===== src/rtl/add_pg_pipe_if.sv =====
// add_pg_pipe_if: operand/result handshake bundle for add_pg_pipe.
//   master : producer/consumer side (drives operands and out_ready)
//   slave  : the adder pipeline (drives in_ready and the result fields)
// Signals:
//   in_valid/in_ready     operand beat handshake
//   val1/val2             operands A and B (WIDTH bits)
//   carry_in, sub, sat    carry/borrow in, subtract select, saturation request
//   out_valid/out_ready   result beat handshake
//   val_out               sum/difference (WIDTH bits)
//   carry_out, ovf_out    raw carry out of MSB, signed overflow
//   prop_out, gen_out     word-level propagate / generate
interface add_pg_pipe_if #(
   parameter int unsigned WIDTH = 32
);
   logic             in_valid;
   logic             in_ready;
   logic [WIDTH-1:0] val1;
   logic [WIDTH-1:0] val2;
   logic             carry_in;
   logic             sub;
   logic             sat;
   logic             out_valid;
   logic             out_ready;
   logic [WIDTH-1:0] val_out;
   logic             carry_out;
   logic             ovf_out;
   logic             prop_out;
   logic             gen_out;

   modport master (
      output in_valid, val1, val2, carry_in, sub, sat, out_ready,
      input  in_ready, out_valid, val_out, carry_out, ovf_out, prop_out, gen_out
   );

   modport slave (
      input  in_valid, val1, val2, carry_in, sub, sat, out_ready,
      output in_ready, out_valid, val_out, carry_out, ovf_out, prop_out, gen_out
   );
endinterface


===== src/rtl/add_pg_pipe.sv =====
// add_pg_pipe: pipelined carry-lookahead adder/subtractor built from 4-bit
// propagate/generate groups. The group carry chain is split evenly across
// STAGES register boundaries; the last boundary is the output register.
// Optional feature macro: ADD_PG_PIPE_SAT_EN (signed saturation of val_out
// when the beat's sat bit is set and overflow occurs).
// Ports:
//   clk   clock, rising edge
//   rst   synchronous active-high reset
//   bus   add_pg_pipe_if.slave (operand/result handshake and data)
// Parameters:
//   WIDTH   operand width, multiple of 4, 8..64
//   STAGES  pipeline depth, divides WIDTH/4
module add_pg_pipe #(
   parameter int unsigned WIDTH  = 32,
   parameter int unsigned STAGES = 2
) (
   input  logic          clk,
   input  logic          rst,
   add_pg_pipe_if.slave  bus
);

   localparam int unsigned NGRP = WIDTH / 4;
   localparam int unsigned GPS  = NGRP / STAGES;

   // One pipeline slot. a/b hold the effective operands (b already inverted
   // for subtract), c is the running group carry, p/g the running word
   // propagate/generate, s the sum bits finished so far.
   typedef struct packed {
      logic             v;
      logic             sat;
      logic [WIDTH-1:0] a;
      logic [WIDTH-1:0] b;
      logic [WIDTH-1:0] s;
      logic             c;
      logic             p;
      logic             g;
      logic             ovf;
   } stage_t;

   stage_t pipe_q [STAGES];
   stage_t pipe_d [STAGES];
   stage_t stg_in [STAGES];
   logic   adv;

   // Evaluate the G groups owned by stage k on top of the incoming slot.
   function automatic stage_t eval_stage(input stage_t in, input int unsigned k);
      stage_t      o;
      logic [3:0]  pb;
      logic [3:0]  gb;
      logic [4:0]  rc;
      logic        gp;
      logic        gg;
      int unsigned base;
      o = in;
      for (int unsigned j = 0; j < GPS; j++) begin
         base  = (k * GPS + j) * 4;
         pb    = o.a[base +: 4] ^ o.b[base +: 4];
         gb    = o.a[base +: 4] & o.b[base +: 4];
         rc[0] = o.c;
         for (int unsigned i = 0; i < 4; i++) begin
            rc[i+1] = gb[i] | (pb[i] & rc[i]);
         end
         o.s[base +: 4] = pb ^ rc[3:0];
         gp  = &pb;
         gg  = gb[3] | (pb[3] & gb[2]) | (pb[3] & pb[2] & gb[1])
             | (pb[3] & pb[2] & pb[1] & gb[0]);
         o.c = gg | (gp & o.c);
         o.p = o.p & gp;
         // Accumulating LSB-group upward yields the MSB-down lookahead combine.
         o.g = gg | (gp & o.g);
         if (k * GPS + j == NGRP - 1) begin
            // rc[3] is the carry into the MSB of the top group.
            o.ovf = rc[3] ^ o.c;
         end
      end
`ifdef ADD_PG_PIPE_SAT_EN
      if (k == STAGES - 1 && o.sat && o.ovf) begin
         o.s = o.a[WIDTH-1] ? {1'b1, {(WIDTH-1){1'b0}}} : {1'b0, {(WIDTH-1){1'b1}}};
      end
`endif
      return o;
   endfunction

   always_comb begin
      stg_in[0]     = '0;
      stg_in[0].v   = bus.in_valid;
`ifdef ADD_PG_PIPE_SAT_EN
      stg_in[0].sat = bus.sat;
`else
      stg_in[0].sat = 1'b0;
`endif
      stg_in[0].a   = bus.val1;
      stg_in[0].b   = bus.sub ? ~bus.val2 : bus.val2;
      stg_in[0].c   = bus.sub ? ~bus.carry_in : bus.carry_in;
      stg_in[0].p   = 1'b1;
      stg_in[0].g   = 1'b0;
      for (int unsigned k = 1; k < STAGES; k++) begin
         stg_in[k] = pipe_q[k-1];
      end
      for (int unsigned k = 0; k < STAGES; k++) begin
         pipe_d[k] = eval_stage(stg_in[k], k);
      end
   end

   // Whole pipeline advances together; bubbles ride along uncollapsed.
   assign adv = bus.out_ready | ~pipe_q[STAGES-1].v;

   always_ff @(posedge clk) begin
      if (rst) begin
         for (int unsigned k = 0; k < STAGES; k++) begin
            pipe_q[k] <= '0;
         end
      end else if (adv) begin
         for (int unsigned k = 0; k < STAGES; k++) begin
            pipe_q[k] <= pipe_d[k];
         end
      end
   end

   assign bus.in_ready  = adv;
   assign bus.out_valid = pipe_q[STAGES-1].v;
   assign bus.val_out   = pipe_q[STAGES-1].s;
   assign bus.carry_out = pipe_q[STAGES-1].c;
   assign bus.ovf_out   = pipe_q[STAGES-1].ovf;
   assign bus.prop_out  = pipe_q[STAGES-1].p;
   assign bus.gen_out   = pipe_q[STAGES-1].g;

endmodule

===== src/flat_wrapper.sv =====
// flat-port wrapper written by rule: the top's interface ports become plain ports
module add_pg_pipe_flat 
#(
   parameter int unsigned WIDTH  = 32,
   parameter int unsigned STAGES = 2
)
  (clk, rst, bus_in_valid, bus_val1, bus_val2, bus_carry_in, bus_sub, bus_sat, bus_out_ready, bus_in_ready, bus_out_valid, bus_val_out, bus_carry_out, bus_ovf_out, bus_prop_out, bus_gen_out);
  add_pg_pipe_if #(.WIDTH(WIDTH)) bus_i ();
  input  logic clk;
  input  logic rst;
  input wire logic [$bits(bus_i.in_valid)-1:0] bus_in_valid;
  input wire logic [$bits(bus_i.val1)-1:0] bus_val1;
  input wire logic [$bits(bus_i.val2)-1:0] bus_val2;
  input wire logic [$bits(bus_i.carry_in)-1:0] bus_carry_in;
  input wire logic [$bits(bus_i.sub)-1:0] bus_sub;
  input wire logic [$bits(bus_i.sat)-1:0] bus_sat;
  input wire logic [$bits(bus_i.out_ready)-1:0] bus_out_ready;
  output wire logic [$bits(bus_i.in_ready)-1:0] bus_in_ready;
  output wire logic [$bits(bus_i.out_valid)-1:0] bus_out_valid;
  output wire logic [$bits(bus_i.val_out)-1:0] bus_val_out;
  output wire logic [$bits(bus_i.carry_out)-1:0] bus_carry_out;
  output wire logic [$bits(bus_i.ovf_out)-1:0] bus_ovf_out;
  output wire logic [$bits(bus_i.prop_out)-1:0] bus_prop_out;
  output wire logic [$bits(bus_i.gen_out)-1:0] bus_gen_out;
  assign bus_i.in_valid = bus_in_valid;
  assign bus_i.val1 = bus_val1;
  assign bus_i.val2 = bus_val2;
  assign bus_i.carry_in = bus_carry_in;
  assign bus_i.sub = bus_sub;
  assign bus_i.sat = bus_sat;
  assign bus_i.out_ready = bus_out_ready;
  assign bus_in_ready = bus_i.in_ready;
  assign bus_out_valid = bus_i.out_valid;
  assign bus_val_out = bus_i.val_out;
  assign bus_carry_out = bus_i.carry_out;
  assign bus_ovf_out = bus_i.ovf_out;
  assign bus_prop_out = bus_i.prop_out;
  assign bus_gen_out = bus_i.gen_out;
  add_pg_pipe #(.WIDTH(WIDTH), .STAGES(STAGES)) u_core (.clk(clk), .rst(rst), .bus(bus_i));
endmodule

===== config.mk =====
export PLATFORM = sky130hd
export DESIGN_NAME = add_pg_pipe_flat
export DESIGN_NICKNAME = d
export VERILOG_FILES = /design/src/rtl/add_pg_pipe_if.sv /design/src/rtl/add_pg_pipe.sv /design/src/flat_wrapper.sv
export SDC_FILE = /design/constraint.sdc
export NUM_CORES = 1
export LEC_CHECK = 0
export ABC_AREA = 1
export CAP_MARGIN = 10
export CORE_MARGIN = 2
export CORE_UTILIZATION = 47
export DETAILED_ROUTE_END_ITERATION = 16
export PLACE_DENSITY = 0.81
export REMOVE_ABC_BUFFERS = 1
export SYNTH_ARGS = -nofsm -noshare
export SYNTH_HDL_FRONTEND = slang
export SYNTH_SLANG_ARGS = --single-unit

===== constraint.sdc =====
create_clock -name clk -period 3.31 [get_ports clk]
set_clock_uncertainty 0.05 [all_clocks]
set_input_delay 0.331 -clock clk [delete_from_list [all_inputs] [get_ports clk]]
set_output_delay 0.331 -clock clk [all_outputs]
set_load 0.01 [all_outputs]

==> flow_summary.ini, run 1 <==
[run_status]
status = completed

[sta]
setup_ws_ns = 0.121
finalCritPeriodShare = 0.964
setup_viol = 0
fin_crit_ns = 3.19
worst_pin_slew_ns = 0.620
rsz0062_at_grt = yes
hold_viol = 0
fmax_mhz = 314
drv_slew = 0
slew_headroom = 0.584

[yosys]
syn_area_sq_um = 5330
ys_ff_latch = 89
synth_cell_types = 26
yosys_warnings = 0
synth-edff-count = 89
syn_area_per_cell_sq_um = 10.7
async_reset_ff_frac = 0
yosysSeqAreaShare = 0.502
syn_inst = 496
synth-main-ff-cell = edfxtp_1

[detailed_routing]
drcViolationCount = 0
drtPass1Iterations = 4
drt-wirelength-per-cell_um = 13.0
drt_iter0_markers = 125
ant_nets = 0
drt_wl_total_mm = 9.69
viasPerCell = 4.71
dr_total_vias = 3512

[clock_tree]
clk_pin_slew_ns = 0.06
cts_tree = done
clk_latency_ns = 0.33
numCtsBuffers = 9
clock_sinks = 89
cts_buffer_depth = 2
root_buffer = clkbuf_16
htree_levels = 3

[worst_setup_path]
critPathLaunchType = flop
crit_type = reg -> reg
r2r_start = u_core.pipe_q[0][62]
critPathMaxFanout = 3
r2r_cells = 12
end_kind = flop
ff2ff_setup_slack_ns = 0.12
regToRegEndpoint = u_core.pipe_q[0][102]
cp.required_ns = 3.34
arrival_ns = 3.22

[floorplanning]
pin_count = 109
die_h_um = 110
start_util = 0.487
core-area_sq_um = 10900
row_count = 38
die_w_um = 110
die_area_sq_um = 12200

[finish]
final_common_cell = clkdlybuf4s50_1
mostFrequentLayoutCells = clkdlybuf4s50_1 (103), nor2_1 (91), edfxtp_1 (89)
area_growth_pct = 30.9
diodes = 0
largest_register_ffs = 89
finish.net_count = 729
top_register = u_core.pipe_q
drive_gt1_frac = 0.142
largestRegisters = u_core.pipe_q: 89 flops

[hold_path]
hold_end = u_core.pipe_q[0][113]
hold_depth = 2
hold_path.class = reg -> reg
hold_start = u_core.pipe_q[0][11]

[power]
max-vdd-ir-drop_mv = 0.245
leakage_nw = 3.12
power_mw = 3.29
power_density_nw_per_um2 = 472

[placement]
place_congestion = 0.839
dp_slack_ns = -0.482
dpl.hpwl_mm = 7.34
numPortBuffers = 107

[global_route]
grt_pass1_vias = 3670
grt_max_degree = 48
grt_use_total = 0.164
grt_pass1_wl_mm = 16.1
overflow = 0
antenna_found_initial = 0

[run]
max_cap_viol_count = 0
-- worst max-delay path, cell delays in order, from the launching register on --
cell	delay, ns
edfxtp_1	0.43
ha_1	0.37
nand3_1	0.10
nand2_1	0.08
a41oi_2	0.25
nand2_2	0.13
fa_2	0.41
fa_2	0.41
fa_2	0.42
inv_2	0.09
nand3_2	0.08
nand2_1	0.08
nor2_1	0.04
-- kinds of logic after synthesis --
logic type | after synthesis | synth area share
flip-flops | 89 | 0.502
XOR/XNOR | 40 | 0.0672
buffers and inverters | 130 | 0.116
adder cells (fa/ha/maj) | 56 | 0.165
AO/OA/AOI/OAI | 19 | 0.0218
AND/OR/NAND/NOR | 162 | 0.128
-- stage by stage --
step                      setup TNS [ns]  instances  cell area [sq um]  hold slack (ns)   util
after floorplan                   -20.70        451               5030            0.469      -
after global placement             -1.37        726               6520            0.475  0.596
after detailed placement           -2.13        726               6520            0.483  0.596
after CTS                              0        743               6900            0.497  0.631
after global routing            -0.00635        745               6970            0.526  0.638
final                                  0        745               6970            0.496  0.638
-- Yosys cell counts (7+ instances only) --
cell type	instances	share of area
a21oi_1	13	0.012
ha_1	32	0.075
buf_4	33	0.047
nand2_1	42	0.030
fa_1	24	0.090
nor2_1	92	0.065
inv_1	85	0.060
xor2_1	9	0.015
edfxtp_1	89	0.50
nand2_2	7	0.0082
nand3_1	11	0.010
xnor2_1	30	0.049
-- cell type report --
type	count	area (sq um)
Fill cell	845	3960
Inverter	85	319
Clock inverter	5	72.6
Clock buffer	9	225
Sequential cell	89	2670
Timing Repair Buffer	140	1340
Tap cell	140	175
Multi-Input combinational cell	277	2160
-- how the worst max path moves through the flow --
stage                                      from               endpoint  slack [ns]  depth (start not counted)
after floorplan           u_core.pipe_q[0][203]  u_core.pipe_q[0][101]       -0.23                          1
final                      u_core.pipe_q[0][62]  u_core.pipe_q[0][102]        0.12                         12
after global placement              bus_val2[2]   u_core.pipe_q[0][19]       -0.37                         18
after detailed placement            bus_val2[2]   u_core.pipe_q[0][19]       -0.48                         18
after CTS                  u_core.pipe_q[0][54]  u_core.pipe_q[0][133]       0.007                         13
after global routing                bus_val2[3]   u_core.pipe_q[0][18]      -0.006                         16
-- what timing repair did --
item / in CTS / in global routing
resized for setup: 11 / 16
endpoints found under the setup margin: 6 / 9
buffers inserted: 3 / 2
hold buffers: 0 / 0
pin swaps: 0 / 4
-- per-layer routing --
layer / track usage / vias to the layer above / routed length (um)
li1: - / 1751 / -
met1: 0.176 / 1643 / 3660
met2: 0.310 / 95 / 5400
met3: 0.0280 / 23 / 349
met4: 0.0808 / 0 / 280
met5: 0 / - / 0
-- power by group --
group,switching [mW],leakage [nW],internal (mW)
registers,0.0579,1.04,1.41
clock network,0.387,0.146,0.646
logic,0.371,1.94,0.418
Note: power is estimated with default switching activity, not from simulation.
==> run 2: changes to the inputs <==
--- a/config.mk
+++ b/config.mk
@@ -10,8 +10,9 @@
 export CORE_MARGIN = 2
 export CORE_UTILIZATION = 47
 export DETAILED_ROUTE_END_ITERATION = 16
-export PLACE_DENSITY = 0.81
+export PLACE_DENSITY = 0.73
 export REMOVE_ABC_BUFFERS = 1
+export SLEW_MARGIN = 20
 export SYNTH_ARGS = -nofsm -noshare
 export SYNTH_HDL_FRONTEND = slang
 export SYNTH_SLANG_ARGS = --single-unit
==> run 2 against run 1 <==
Register-to-register slack barely moved. Global-route usage is 0.063 points lower. Worst hold slack got worse by 0.0041 ns. Via count increased by 1.2%. Final cell count up 1.3%. Power rose by 2.3%. Sequential power about the same. Die area did not move. Sequential cell count unchanged. Worst setup slack got worse by 0.011 ns. Largest cell class unchanged. Highest routed layer unchanged.
==> flow_summary.ini, run 2 (synthesis results as in run 1) <==
[power]
max-vdd-ir-drop_mv = 0.239
power_density_nw_per_um2 = 470
leakage_nw = 3.23
power_mw = 3.36

[clock_tree]
htree_levels = 3
numCtsBuffers = 9
clock_sinks = 89
hold_buffers = 0
cts_buffer_depth = 2
clk_latency_ns = 0.33
root_buffer = clkbuf_16
cts_tree = done
clk_pin_slew_ns = 0.06

[floorplanning]
die_w_um = 110
die_h_um = 110
start_util = 0.487
core-area_sq_um = 10900
die_area_sq_um = 12200
pin_count = 109
row_count = 38

[placement]
numPortBuffers = 107
dpl.hpwl_mm = 7.11
place_congestion = 0.802

[sta]
finalSetupTns_ns = 0
slew_headroom = 0.451
drv_slew = 0
worst_pin_slew_ns = 0.821
rsz0062_at_grt = yes
finalCritPeriodShare = 0.967
hold_viol = 0
setup_viol = 0
fmax_mhz = 312
fin_crit_ns = 3.20

[worst_setup_path]
slowest_delay_ns = 0.41
arrival_ns = 3.21
crit_type = in -> reg
cp.required_ns = 3.32
path_cells = buf_4, buf_4, xor2_2, ha_1, nand2_2, nor2_2, nand2_2, nand3_4, nand2_2, nand2_2, nand2_2, nand2_2, inv_2, fa_2, fa_2, fa_2, xor2_2, nor2_1
end_kind = flop
crit_top_cell = nand2_2
r2r_cells = 16
critPathMaxFanout = 6
ff2ff_setup_slack_ns = 0.12
critPathLaunchType = input port
cp_slowest_cell = fa_2

[hold_path]
hold_path.class = reg -> reg
hold_depth = 2

[run_status]
status = completed

[global_route]
grt_pass1_wl_mm = 16.0
grt_max_degree = 48
antenna_found_initial = 0
grt_pass1_vias = 3657
grt_use_total = 0.164
overflow = 0

[finish]
largestRegisters = u_core.pipe_q: 89 flops
nFillCells = 853
final_common_cell = clkdlybuf4s50_1
top_register = u_core.pipe_q
finish.net_count = 737
area_growth_pct = 34.2
largest_register_ffs = 89
drive_gt1_frac = 0.182
mostFrequentLayoutCells = clkdlybuf4s50_1 (99), nor2_1 (89), edfxtp_1 (89)
diodes = 0

[run]
max_cap_viol_count = 0

[detailed_routing]
viasPerCell = 4.71
drt_wl_total_mm = 10.0
drt-wirelength-per-cell_um = 13.3
drtPass1Iterations = 4
drt_iter0_markers = 105
drcViolationCount = 0
dr_total_vias = 3555
ant_nets = 0
-- run 2: cell type report --
class	count	area (sq um)	area share
inverters	85	319	0.0446
flip-flops and latches	89	2670	0.374
clock buffers	10	229	0.0320
multi-input cells	277	2240	0.313
clock inverters	6	82.6	0.0116
well taps	140	175	0.0245
repair buffers	148	1440	0.201
-- run 2: worst max-delay path, delay by kind of cell --
kind | cells | cell delay (ns)
adders and majority gates | 4 | 1.53
buffers and inverters | 3 | 0.36
xor gates and xnor gates | 2 | 0.33
and+or+nand+nor | 9 | 0.66
-- run 2: where the power goes --
part | internal (mW) | leakage (nW) | switching [mW]
clock | 0.657 | 0.154 | 0.404
sequential | 1.41 | 1.04 | 0.0559
combinational | 0.449 | 2.04 | 0.389
-- run 2: worst paths after layout --
check | from | to
max | bus_sub | u_core.pipe_q[0][19]
min | u_core.pipe_q[0][5] | u_core.pipe_q[0][107]
max reg2reg | u_core.pipe_q[0][55] | u_core.pipe_q[0][102]
min reg2reg | u_core.pipe_q[0][5] | u_core.pipe_q[0][107]
-- run 2: layer usage --
layer | wire, um | track usage
met5 | 0 | 0
met4 | 315 | 0.0967
met3 | 371 | 0.0285
met2 | 5570 | 0.309
met1 | 3750 | 0.168
-- run 2: metrics by stage --
stage	std cells	cell area [sq um]	hold WS (ns)	util	setup slack [ns]
floorplan	451	5030	0.469	-	-0.233
global placement	732	6580	0.478	0.601	-0.370
detailed placement	732	6580	0.482	0.601	-0.511
CTS	749	6960	0.497	0.636	0.0186
global route	755	7150	0.513	0.654	-0.0843
finish	755	7150	0.492	0.654	0.110
-- run 2: timing repair --
action                                 4_1_cts  5_1_grt
resized for setup                            9       43
pin swaps                                    1       18
endpoints found under the hold margin        0        0
setup endpoints to repair                    5        7
setup buffers                                1        6
==> RTL edit: new RTL, settings of run 2 <==
`WIDTH` is set to 32 in 3 places; all go to 36.
--- a/src/rtl/add_pg_pipe_if.sv
+++ b/src/rtl/add_pg_pipe_if.sv
@@ -10,7 +10,7 @@
 //   carry_out, ovf_out    raw carry out of MSB, signed overflow
 //   prop_out, gen_out     word-level propagate / generate
 interface add_pg_pipe_if #(
-   parameter int unsigned WIDTH = 32
+   parameter int unsigned WIDTH = 36
 );
    logic             in_valid;
    logic             in_ready;
--- a/src/rtl/add_pg_pipe.sv
+++ b/src/rtl/add_pg_pipe.sv
@@ -11,7 +11,7 @@
 //   WIDTH   operand width, multiple of 4, 8..64
 //   STAGES  pipeline depth, divides WIDTH/4
 module add_pg_pipe #(
-   parameter int unsigned WIDTH  = 32,
+   parameter int unsigned WIDTH  = 36,
    parameter int unsigned STAGES = 2
 ) (
    input  logic          clk,
--- a/src/flat_wrapper.sv
+++ b/src/flat_wrapper.sv
@@ -1,7 +1,7 @@
 // flat-port wrapper written by rule: the top's interface ports become plain ports
 module add_pg_pipe_flat 
 #(
-   parameter int unsigned WIDTH  = 32,
+   parameter int unsigned WIDTH  = 36,
    parameter int unsigned STAGES = 2
 )
   (clk, rst, bus_in_valid, bus_val1, bus_val2, bus_carry_in, bus_sub, bus_sat, bus_out_ready, bus_in_ready, bus_out_valid, bus_val_out, bus_carry_out, bus_ovf_out, bus_prop_out, bus_gen_out);
Ports: changed (resized bus_val1, bus_val2 and bus_val_out); port bits go from 109 to 121. The function was not compared with the original's and may differ.
==> RTL edit against run 2 <==
- fmax up 1.7%
- sequential cell count shrank 1
- area after synthesis increased by 0.40%
- largest cell class unchanged
- wire length down 4.0%
- design area shrank 3.6%
- synthesized cell count grew 2.6%
- combinational power is 8.4% lower
- critical path type unchanged
- register-to-register slack better by 0.05 ns
- die area rose by 0.38%
- setup slack better by 0.055 ns
- power fell by 7.6%
==> RTL edit: results (changes against run 2) <==
| Metric | Value |
|---|---|
| Routability cong. | `0.852 (+6.2%)` |
| Crit path max fanout | `4 (-2)` |
| Reg2Reg Capture Point | `u_core.pipe_q[0][149]` |
| First-pass GRT wire length | `16,000 µm (+0.26%)` |
| # port buffers | `106 (-0.93%)` |
| Synth top area cells | `edfxtp_1 49%, fa_1 9.0%, ha_1 7.5%` |
| Top cells by count, synth | `94 x inv_1, 91 x nor2_1, 88 x edfxtp_1, 45 x nand2_1, 38 x buf_4` |
| Place WS | `-0.510 ns (+0.00152 ns)` |
| Max VDD drop | `0.000334 V (+40%)` |
| Biggest regs | `u_core.pipe_q x88` |
| Post-synth cell types | `26 (unchanged)` |
| Final Cycle Share | `95.0% (-1.7 points)` |
| Worst Tran Pin Value | `0.658 ns (-0.163 ns)` |
| Share of post-route cells with drive strength above 1 | `13.1% (-5.1 points)` |
| Routed len/inst | `12.6 µm (-4.6%)` |
| DR vias/cell | `4.55 (-3.3%)` |
| DR pass1 iterations | `4 (unchanged)` |
| WHS Endpoint | `u_core.pipe_q[0][131]` |
| Placed cell areas | `6490 µm² (-1.3%)` |
| DRT iter0 DRCs | `97 (-7.6%)` |
| CP most frequent cell | `nand2_1` |
| Largest net degree at the start of global routing | `59 (+23%)` |
| Ys flop type | `edfxtp_1` |
| Tot GR Track Use | `16.2% (-0.20 points)` |
| CP arrival | `3.16 ns (-0.05 ns)` |
| TritonCTS buffer count | `9 (unchanged)` |
| Detailed placement HPWL | `7300 µm (+2.7%)` |
| Final setup viols | `0 (unchanged)` |
| Vias in the first global route | `3,642 (-0.41%)` |
| FF-to-FF setup slack | `0.17 ns (+0.05 ns)` |
| Antenna violations before repair | `0 (unchanged)` |
| Worst hold slack | `0.491 ns (-0.000362 ns)` |
| Die Wd | `111 µm (+0.19%)` |
| H-Tree Level Count | `3 (unchanged)` |
| P_leak | `0.00312 µW (-3.5%)` |
| Hold_sp | `u_core.pipe_q[0][17]` |
| CTS root buffer | `clkbuf_16` |
| Post-synthesis sequential area ratio | `49.4% (-0.76 points)` |
| Worst Reg-to-Reg Cells | `12 (-4)` |
| CP peak stage delay | `0.53 ns (+0.12 ns)` |
| EDFF count, synth | `88 (-1.1%)` |
| Final net count | `751 (+1.9%)` |
| Top delay family on crit path | `adder cells` |
| FF-to-FF Start | `u_core.pipe_q[0][63]` |
| Status | `completed` |
## RTL edit: timing repair
item / CTS / global route
setup buffers: 8 / 0
pin swaps: 2 / 2
resized for setup: 4 / 16
hold buffers: 0 / 0
endpoints found under the setup margin: 5 / 8
## RTL edit: tightest hold or removal path, cell delays in order (launching register included)
cell and delay, ns:
edfxtp_1 0.32, inv_1 0.03, nor2_1 0.08
## RTL edit: cell families (layout without fill, tap and decap cells)
group / after synthesis / after routing / share of synthesized area [%]
flip-flops: 88 / 88 / 49.4
AO/OA/AOI/OAI: 16 / 16 / 1.80
AND/OR/NAND/NOR: 163 / 163 / 12.7
buffers and inverters: 145 / 252 / 13.0
adder cells (fa/ha/maj): 56 / 56 / 16.5
other: 1 / 5 / 0.0701
XOR/XNOR: 40 / 40 / 6.55
## RTL edit: per-stage QoR
step                std cells  power (µW)
floorplan                 463        1860
global placement          737        2180
detailed placement        737        2220
CTS                       760        3120
global route              760        3280
finish                    760        3110
## RTL edit: how the worst max path moves through the flow
stage,depth (start not counted),end,from
CTS,18,u_core.pipe_q[0][19],bus_val2[1]
floorplan,1,u_core.pipe_q[0][100],u_core.pipe_q[0][227]
detailed placement,18,u_core.pipe_q[0][19],bus_val2[2]
global placement,18,u_core.pipe_q[0][19],bus_val2[2]
finish,16,u_core.pipe_q[0][18],bus_val2[3]
global route,14,u_core.pipe_q[0][149],u_core.pipe_q[0][58]
## RTL edit: power breakdown
group	switching (µW)	internal (µW)	total [µW]
clock	391	499	891
combinational	360	409	768
sequential	54.8	1390	1450
## RTL edit: final cells by class
type,count,area (µm²)
Fill cell,878,4090
Sequential cell,88,2640
Multi-Input combinational cell,280,2120
Timing Repair Buffer,142,1340
Inverter,95,357
Clock buffer,11,233
Tap cell,140,175
Clock inverter,4,22.5
## RTL edit: metal layers
| metal | routed length (µm) | track usage [%] | part of all wire (%) | vias up |
|---|---|---|---|---|
| li1 | - | - | - | 1763 |
| met4 | 98 | 4.25 | 1.0 | 0 |
| met5 | 0 | 0 | 0 | - |
| met1 | 3990 | 18.4 | 42 | 1614 |
| met3 | 478 | 4.43 | 5.0 | 8 |
| met2 | 5040 | 29.9 | 52 | 75 |
